## config.mk

```make
export PLATFORM = sky130hd
export DESIGN_NAME = sparq_cmd_dispatcher
export DESIGN_NICKNAME = d
export VERILOG_FILES = /design/src/rtl/sparq_cmd_dispatcher_pkg.sv /design/src/rtl/sparq_cmd_dispatcher.sv
export SDC_FILE = /design/constraint.sdc
export NUM_CORES = 1
export LEC_CHECK = 0
export CAP_MARGIN = 20
export CELL_PAD_IN_SITES_DETAIL_PLACEMENT = 1
export CELL_PAD_IN_SITES_GLOBAL_PLACEMENT = 1
export CORE_AREA = 2 2 229 231
export CTS_BUF_LIST = sky130_fd_sc_hd__clkbuf_4 sky130_fd_sc_hd__clkbuf_8
export DETAILED_ROUTE_END_ITERATION = 8
export DIE_AREA = 0 0 231 233
export DONT_BUFFER_PORTS = 1
export MAX_ROUTING_LAYER = met4
export PLACE_DENSITY = 0.71
export SYNTH_ARGS = -nofsm -noshare
export SYNTH_HDL_FRONTEND = slang
export SYNTH_SLANG_ARGS = --single-unit
```

## constraint.sdc

```tcl
create_clock -name clk -period 27.2 [get_ports clk]
set_clock_uncertainty 0.1 [all_clocks]
set_input_delay 5.44 -clock clk [delete_from_list [all_inputs] [get_ports clk]]
set_output_delay 5.44 -clock clk [all_outputs]
set_load 0.02 [all_outputs]
```

## src/rtl/sparq_cmd_dispatcher_pkg.sv

```systemverilog
// Shared types for the host command dispatcher: host/status port layouts, engine
// descriptor, dispatcher states and the command-code decoder.
package sparq_cmd_dispatcher_pkg;

  localparam int FSIZE       = 32;
  localparam int CNT_WIDTH   = FSIZE;
  localparam int NUM_ENGINES = 7;

  localparam logic [2:0] ENGINE_PE_RESET    = 3'd0;
  localparam logic [2:0] ENGINE_GEMM        = 3'd1;
  localparam logic [2:0] ENGINE_A_LOAD      = 3'd2;
  localparam logic [2:0] ENGINE_A_META_LOAD = 3'd3;
  localparam logic [2:0] ENGINE_B_LOAD      = 3'd4;
  localparam logic [2:0] ENGINE_C_LOAD      = 3'd5;
  localparam logic [2:0] ENGINE_C_STORE     = 3'd6;

  // Three-phase groups are laid out contiguously in engine order; *1 and *2 follow *0.
  localparam logic [7:0] COMMAND_PE_RESET         = 8'd1;
  localparam logic [7:0] COMMAND_GEMM0            = 8'd2;
  localparam logic [7:0] COMMAND_AXI_A_LOAD0      = 8'd5;
  localparam logic [7:0] COMMAND_AXI_A_META_LOAD0 = 8'd8;
  localparam logic [7:0] COMMAND_AXI_B_LOAD0      = 8'd11;
  localparam logic [7:0] COMMAND_AXI_C_LOAD0      = 8'd14;
  localparam logic [7:0] COMMAND_AXI_C_STORE0     = 8'd17;
  localparam logic [7:0] COMMAND_LAST             = 8'd19;

  typedef struct packed {
    logic             valid;
    logic [7:0]       command;
    logic [FSIZE-1:0] data0;
    logic [FSIZE-1:0] data1;
  } CommandDataPort;

  typedef struct packed {
    logic [2:0]            id;
    logic [5:0][FSIZE-1:0] param;
  } EngineDesc;

  typedef logic [7:0][FSIZE-1:0] StatePort;

  typedef enum logic [1:0] {DISP_IDLE, DISP_HAVE0, DISP_HAVE1, DISP_WAIT} disp_state_e;

  typedef enum logic [1:0] {PHASE_0, PHASE_1, PHASE_2, PHASE_SINGLE} cmd_phase_e;

  typedef struct packed {
    logic       known;
    logic [2:0] eng;
    cmd_phase_e phase;
  } cmd_decode_t;

  function automatic cmd_decode_t decode_command(input logic [7:0] code);
    cmd_decode_t d;
    logic [7:0]  rel;
    d.known = 1'b0;
    d.eng   = ENGINE_PE_RESET;
    d.phase = PHASE_0;
    rel     = code - COMMAND_GEMM0;
    if (code == COMMAND_PE_RESET) begin
      d.known = 1'b1;
      d.phase = PHASE_SINGLE;
    end else if (code >= COMMAND_GEMM0 && code <= COMMAND_LAST) begin
      d.known = 1'b1;
      d.eng   = 3'(rel / 8'd3 + 8'd1);
      d.phase = cmd_phase_e'(2'(rel % 8'd3));
    end
    return d;
  endfunction

endpackage

```

## src/rtl/sparq_cmd_dispatcher.sv

```systemverilog
// Collects host command words into engine descriptors, launches engines with a
// one-cycle start pulse, tracks busy/done and exposes status counters.
module sparq_cmd_dispatcher
  import sparq_cmd_dispatcher_pkg::*;
(
  input  logic                   clk,
  input  logic                   rst,
  input  CommandDataPort         cmd_in,
  output logic                   cmd_ready,
  output logic [NUM_ENGINES-1:0] eng_start,
  output EngineDesc              eng_desc,
  input  logic [NUM_ENGINES-1:0] eng_done,
  output StatePort               state_out
);

  disp_state_e           state_q, state_d;
  cmd_decode_t           dec;
  logic                  accept, launch, err_pulse;
  logic [2:0]            group_eng_q;
  logic [5:0][FSIZE-1:0] param_q;
  logic [NUM_ENGINES-1:0] busy_q, done_eff, launch_mask;
  logic [CNT_WIDTH-1:0]  issued_q, completed_q, errors_q, done_cnt;
  logic [7:0]            last_cmd_q;

  assign dec    = decode_command(cmd_in.command);
  assign accept = cmd_in.valid && cmd_ready;

  always_ff @(posedge clk or posedge rst) begin
    if (rst) state_q <= DISP_IDLE;
    else     state_q <= state_d;
  end

  // Any out-of-order word aborts the partial group; a fresh phase0 or PE_RESET starts over.
  always_comb begin
    state_d   = state_q;
    err_pulse = 1'b0;
    case (state_q)
      DISP_IDLE, DISP_HAVE0, DISP_HAVE1: begin
        if (accept) begin
          if (dec.known && dec.phase == PHASE_0) begin
            state_d   = DISP_HAVE0;
            err_pulse = (state_q != DISP_IDLE);
          end else if (dec.known && dec.phase == PHASE_SINGLE) begin
            state_d   = DISP_WAIT;
            err_pulse = (state_q != DISP_IDLE);
          end else if (state_q == DISP_HAVE0 && dec.known && dec.phase == PHASE_1 &&
                       dec.eng == group_eng_q) begin
            state_d = DISP_HAVE1;
          end else if (state_q == DISP_HAVE1 && dec.known && dec.phase == PHASE_2 &&
                       dec.eng == group_eng_q) begin
            state_d = DISP_WAIT;
          end else begin
            state_d   = DISP_IDLE;
            err_pulse = 1'b1;
          end
        end
      end
      DISP_WAIT: if (!busy_q[group_eng_q]) state_d = DISP_IDLE;
      default:   state_d = DISP_IDLE;
    endcase
  end

  always_comb begin
    cmd_ready   = !rst && (state_q != DISP_WAIT);
    launch      = (state_q == DISP_WAIT) && !busy_q[group_eng_q];
    launch_mask = launch ? (NUM_ENGINES'(1) << group_eng_q) : '0;
    done_eff    = eng_done & busy_q;
    done_cnt    = '0;
    for (int i = 0; i < NUM_ENGINES; i++) done_cnt = done_cnt + CNT_WIDTH'(done_eff[i]);
  end

  always_ff @(posedge clk or posedge rst) begin
    if (rst) begin
      group_eng_q <= '0;
      param_q     <= '0;
      eng_start   <= '0;
      eng_desc    <= '0;
      busy_q      <= '0;
      issued_q    <= '0;
      completed_q <= '0;
      errors_q    <= '0;
      last_cmd_q  <= '0;
    end else begin
      if (accept) begin
        last_cmd_q <= cmd_in.command;
        if (dec.known) begin
          case (dec.phase)
            PHASE_0: begin
              group_eng_q <= dec.eng;
              param_q[0]  <= cmd_in.data0;
              param_q[1]  <= cmd_in.data1;
            end
            PHASE_1: begin
              param_q[2] <= cmd_in.data0;
              param_q[3] <= cmd_in.data1;
            end
            PHASE_2: begin
              param_q[4] <= cmd_in.data0;
              param_q[5] <= cmd_in.data1;
            end
            default: begin
              group_eng_q <= dec.eng;
              param_q     <= {{4{{FSIZE{1'b0}}}}, cmd_in.data1, cmd_in.data0};
            end
          endcase
        end
      end
      eng_start <= launch_mask;
      if (launch) begin
        eng_desc.id    <= group_eng_q;
        eng_desc.param <= param_q;
      end
      busy_q      <= (busy_q & ~eng_done) | launch_mask;
      issued_q    <= issued_q + CNT_WIDTH'(launch);
      completed_q <= completed_q + done_cnt;
      errors_q    <= errors_q + CNT_WIDTH'(err_pulse);
    end
  end

  always_comb begin
    state_out    = '0;
    state_out[0] = {16'b0, last_cmd_q, state_q != DISP_IDLE, busy_q};
    state_out[1] = issued_q;
    state_out[2] = completed_q;
    state_out[3] = errors_q;
    for (int i = 0; i < 4; i++) state_out[4+i] = eng_desc.param[i];
  end

endmodule
```

==> out/qor.csv <==
stage;metric;value;unit
critical_path;cp_data_arrival_time;12.79;ns
sta;fmax;0.0812;GHz
sta;setup_violations;0;
layout;finalNonFillerCells;2791;
global_routing;grt_pass1_wl;97.8;mm
detailed_routing;firstDrtPassIters;5;
critical_path;path_buf_inv;2;
critical_path;critPathKind;in2reg;
critical_path;endpoint_kind;register;
synthesis;synth_area_per_cell;10.5;um2
synthesis;yosys.area.top_type_share;0.557;
synthesis;synthMuxAreaShare;0.0936;
sta;fin_ws;14.89;ns
power_and_ir_drop;irDropWorstVdd;0.0402;mV
place;dpl_cell_area;0.0224;mm2
global_routing;grt_pass1_vias;16373;
sta;timing.slew.headroom;0.312;
synthesis;synth_area_leader_cell;dfrtp_1;
clock_tree;clock_sinks;510;
clock_tree;cts_hold_buf;0;
synthesis;synth-edff-count;0;
floorplanning;dieHeight;233;um
synthesis;async_flop_share;1.00;
floorplanning;core;0.0511;mm2
sta;rsz0062_at_grt;false;
synthesis;synth_top_family_by_area;simple AND/OR/NAND/NOR gates;
clock_tree;cts_tree;built;
clock_tree;cts_max_path_buffers;3;
place;hpwl;42.8;mm
place;place_ws;14.24;ns
floorplanning;dieArea;0.0538;mm2
layout;fin_util;0.474;
floorplanning;ios;541;
clock_tree;worstSkewPairLatency;0.66;ns
detailed_routing;antenna_left;0;
global_routing;grt_overflow_total;0;
detailed_routing;vias_per_cell;5.40;
place;place_congestion;0.858;
critical_path;critPathMaxFanout;65;
job;maxCapViolations;0;
layout;fin_nets;2155;
critical_path;crit_top_cell;ha_1;
synthesis;syn_area;0.0229;mm2
global_routing;grt_max_degree;151;
detailed_routing;avgRoutedWirePerCell;22.7;um
run_status;status;finished clean;
sta;finalSetupTns;0;ns
clock_tree;cts_resized;0;
critical_path;critPathLaunchType;primary input;
synthesis;synth_cell_types;84;
detailed_routing;vias;15062;
power_and_ir_drop;p_per_area;71.8;mW/mm2
sta;period_minus_slack;12.31;ns
clock_tree;post_cts_buffers;0;
layout;areaGrowthSynthToFinish;5.77;%
synthesis;synthCells;2182;
sta;drv_slew;0;
power_and_ir_drop;power_leakage;11.6;nW
synthesis;synth_compound_area_frac;0.0680;
global_routing;grt_antenna_before_repair;2;
sta;whs;0.369;ns
critical_path;path_delay_family;compound AO/OA/AOI/OAI gates;
detailed_routing;drtIter0Drc;826;
synthesis;netlist_top_cells_area;dfrtp_1 (56%), nand2_1 (8.9%), mux2_2 (6.4%), buf_4 (4.8%), o21ai_0 (3.4%);
critical_path;cp.required;27.68;ns
power_and_ir_drop;power;1.74;mW
critical_path;slowest_delay;0.82;ns
synthesis;yosys.area_share.simple;0.142;
clock_tree;root_buffer;clkbuf_8;
place;port_buffers;0;
layout;fillers;5574;
layout;drive_gt1_frac;0.156;
synthesis;ys_seq_area_frac;0.557;
synthesis;synthAdderAreaFrac;0.0150;
clock_tree;htree_num_levels;3;
worst_hold_path;hp-class;reg2reg;
place;dpl.cell_count;2637;
sta;timing.final.crit_share;0.453;
sta;worst_pin_slew;1.03;ns
synthesis;synth_xor_area_frac;0.0385;
sta;finalHoldViolations;0;
detailed_routing;postRouteWirelength;63.2;mm
layout;fin_area;0.0242;mm2
synthesis;yosysMostFrequentCell;nand2_1;
clock_tree;cts_buffers;88;
global_routing;grt_usage;0.244;
floorplanning;num_rows;83;
clock_tree;cts.clk_slew.worst_paths;0.06;ns
detailed_routing;post-route-drc-count;0;
synthesis;ys_warn_count;0;
synthesis;synth_common_cells;nand2_1 (541), dfrtp_1 (510), o21ai_0 (155);
critical_path;crit_path_top_delay_cell;ha_4;
synthesis;synth_seq_cells;510;
floorplanning;die_w;231;um
synthesis;yosys_most_used_dff;dfrtp_1;
floorplanning;start_util;0.449;
==> routing by layer <==
metal,track usage,wire length (um),vias to the layer above,part of all wire
li1,-,-,6760,-
met1,0.271,24400,7687,0.39
met2,0.398,31000,482,0.49
met3,0.0863,5400,133,0.085
met4,0.103,2440,0,0.039
met5,-,0,-,0
==> area by class of cell <==
class | count | area (um2) | area share
well taps | 680 | 851 | 0.0351
clock buffers | 142 | 1750 | 0.0724
diodes | 2 | 5.00 | 0.000206
clock inverters | 9 | 80.1 | 0.00330
repair buffers | 11 | 128 | 0.00526
inverters | 94 | 363 | 0.0150
flip-flops and latches | 510 | 12800 | 0.526
multi-input cells | 1343 | 8300 | 0.342
==> placed cells by master (no fill, tap or decap), types with 18 or more instances in the layout <==
cell and n:
a21oi_1 20, and3_1 28, clkbuf_4 32, clkbuf_8 110
dfrtp_1 510, ha_1 19, inv_1 91, mux2_2 130
mux2i_1 68, nand2_1 541, nand3_1 33, nor2_1 44
nor3_1 18, o21ai_0 154, xnor2_1 76, xor2_1 23
==> cell families after synthesis <==
family | after synthesis
other cells | 1
compound gates | 257
simple gates | 747
mux | 198
buf+inv | 344
flops | 510
xor+xnor | 100
fa+ha+maj | 25
==> worst reg2reg max path, delay by kind of cell (launching register included) <==
family / cells / cell delay [ns]
adder cells (fa/ha/maj): 5 / 2.10
buffers and inverters: 3 / 0.20
AO/OA/AOI/OAI: 1 / 0.09
XOR/XNOR: 1 / 0.14
AND/OR/NAND/NOR: 8 / 1.50
flip-flops: 1 / 0.52
==> final timing paths <==
path / from / endpoint / slack (ns) / cells past startpoint
worst max-delay path: cmd_in[65] / errors_q[26]$_DFF_PP0_ / 14.89 / 30
worst min-delay path: param_q[10]$_DFFE_PP0P_ / param_q[10]$_DFFE_PP0P_ / 0.37 / 2
worst max register to register: busy_q[0]$_DFF_PP0_ / completed_q[28]$_DFF_PP0_ / 22.42 / 18
worst min register to register: param_q[10]$_DFFE_PP0P_ / param_q[10]$_DFFE_PP0P_ / 0.37 / 2
max in group asynchronous: rst / param_q[21]$_DFFE_PP0P_ / 20.31 / 4
min in group asynchronous: rst / last_cmd_q[1]$_DFFE_PP0P_ / 4.74 / 1
==> power breakdown <==
group | switching [mW] | internal, mW
clock network | 0.309 | 0.415
registers | 0.0451 | 0.825
logic | 0.0945 | 0.0517
total | 0.449 | 1.29
==> state kept, by name, indices dropped and copies added (netlist names), 3 cells and up <==
signal	flops
issued_q	32
completed_q	32
group_eng_q	3
param_q	192
errors_q	32
eng_start	7
last_cmd_q	8
eng_desc	195
busy_q	7
Note: power is estimated with default switching activity, not from simulation.
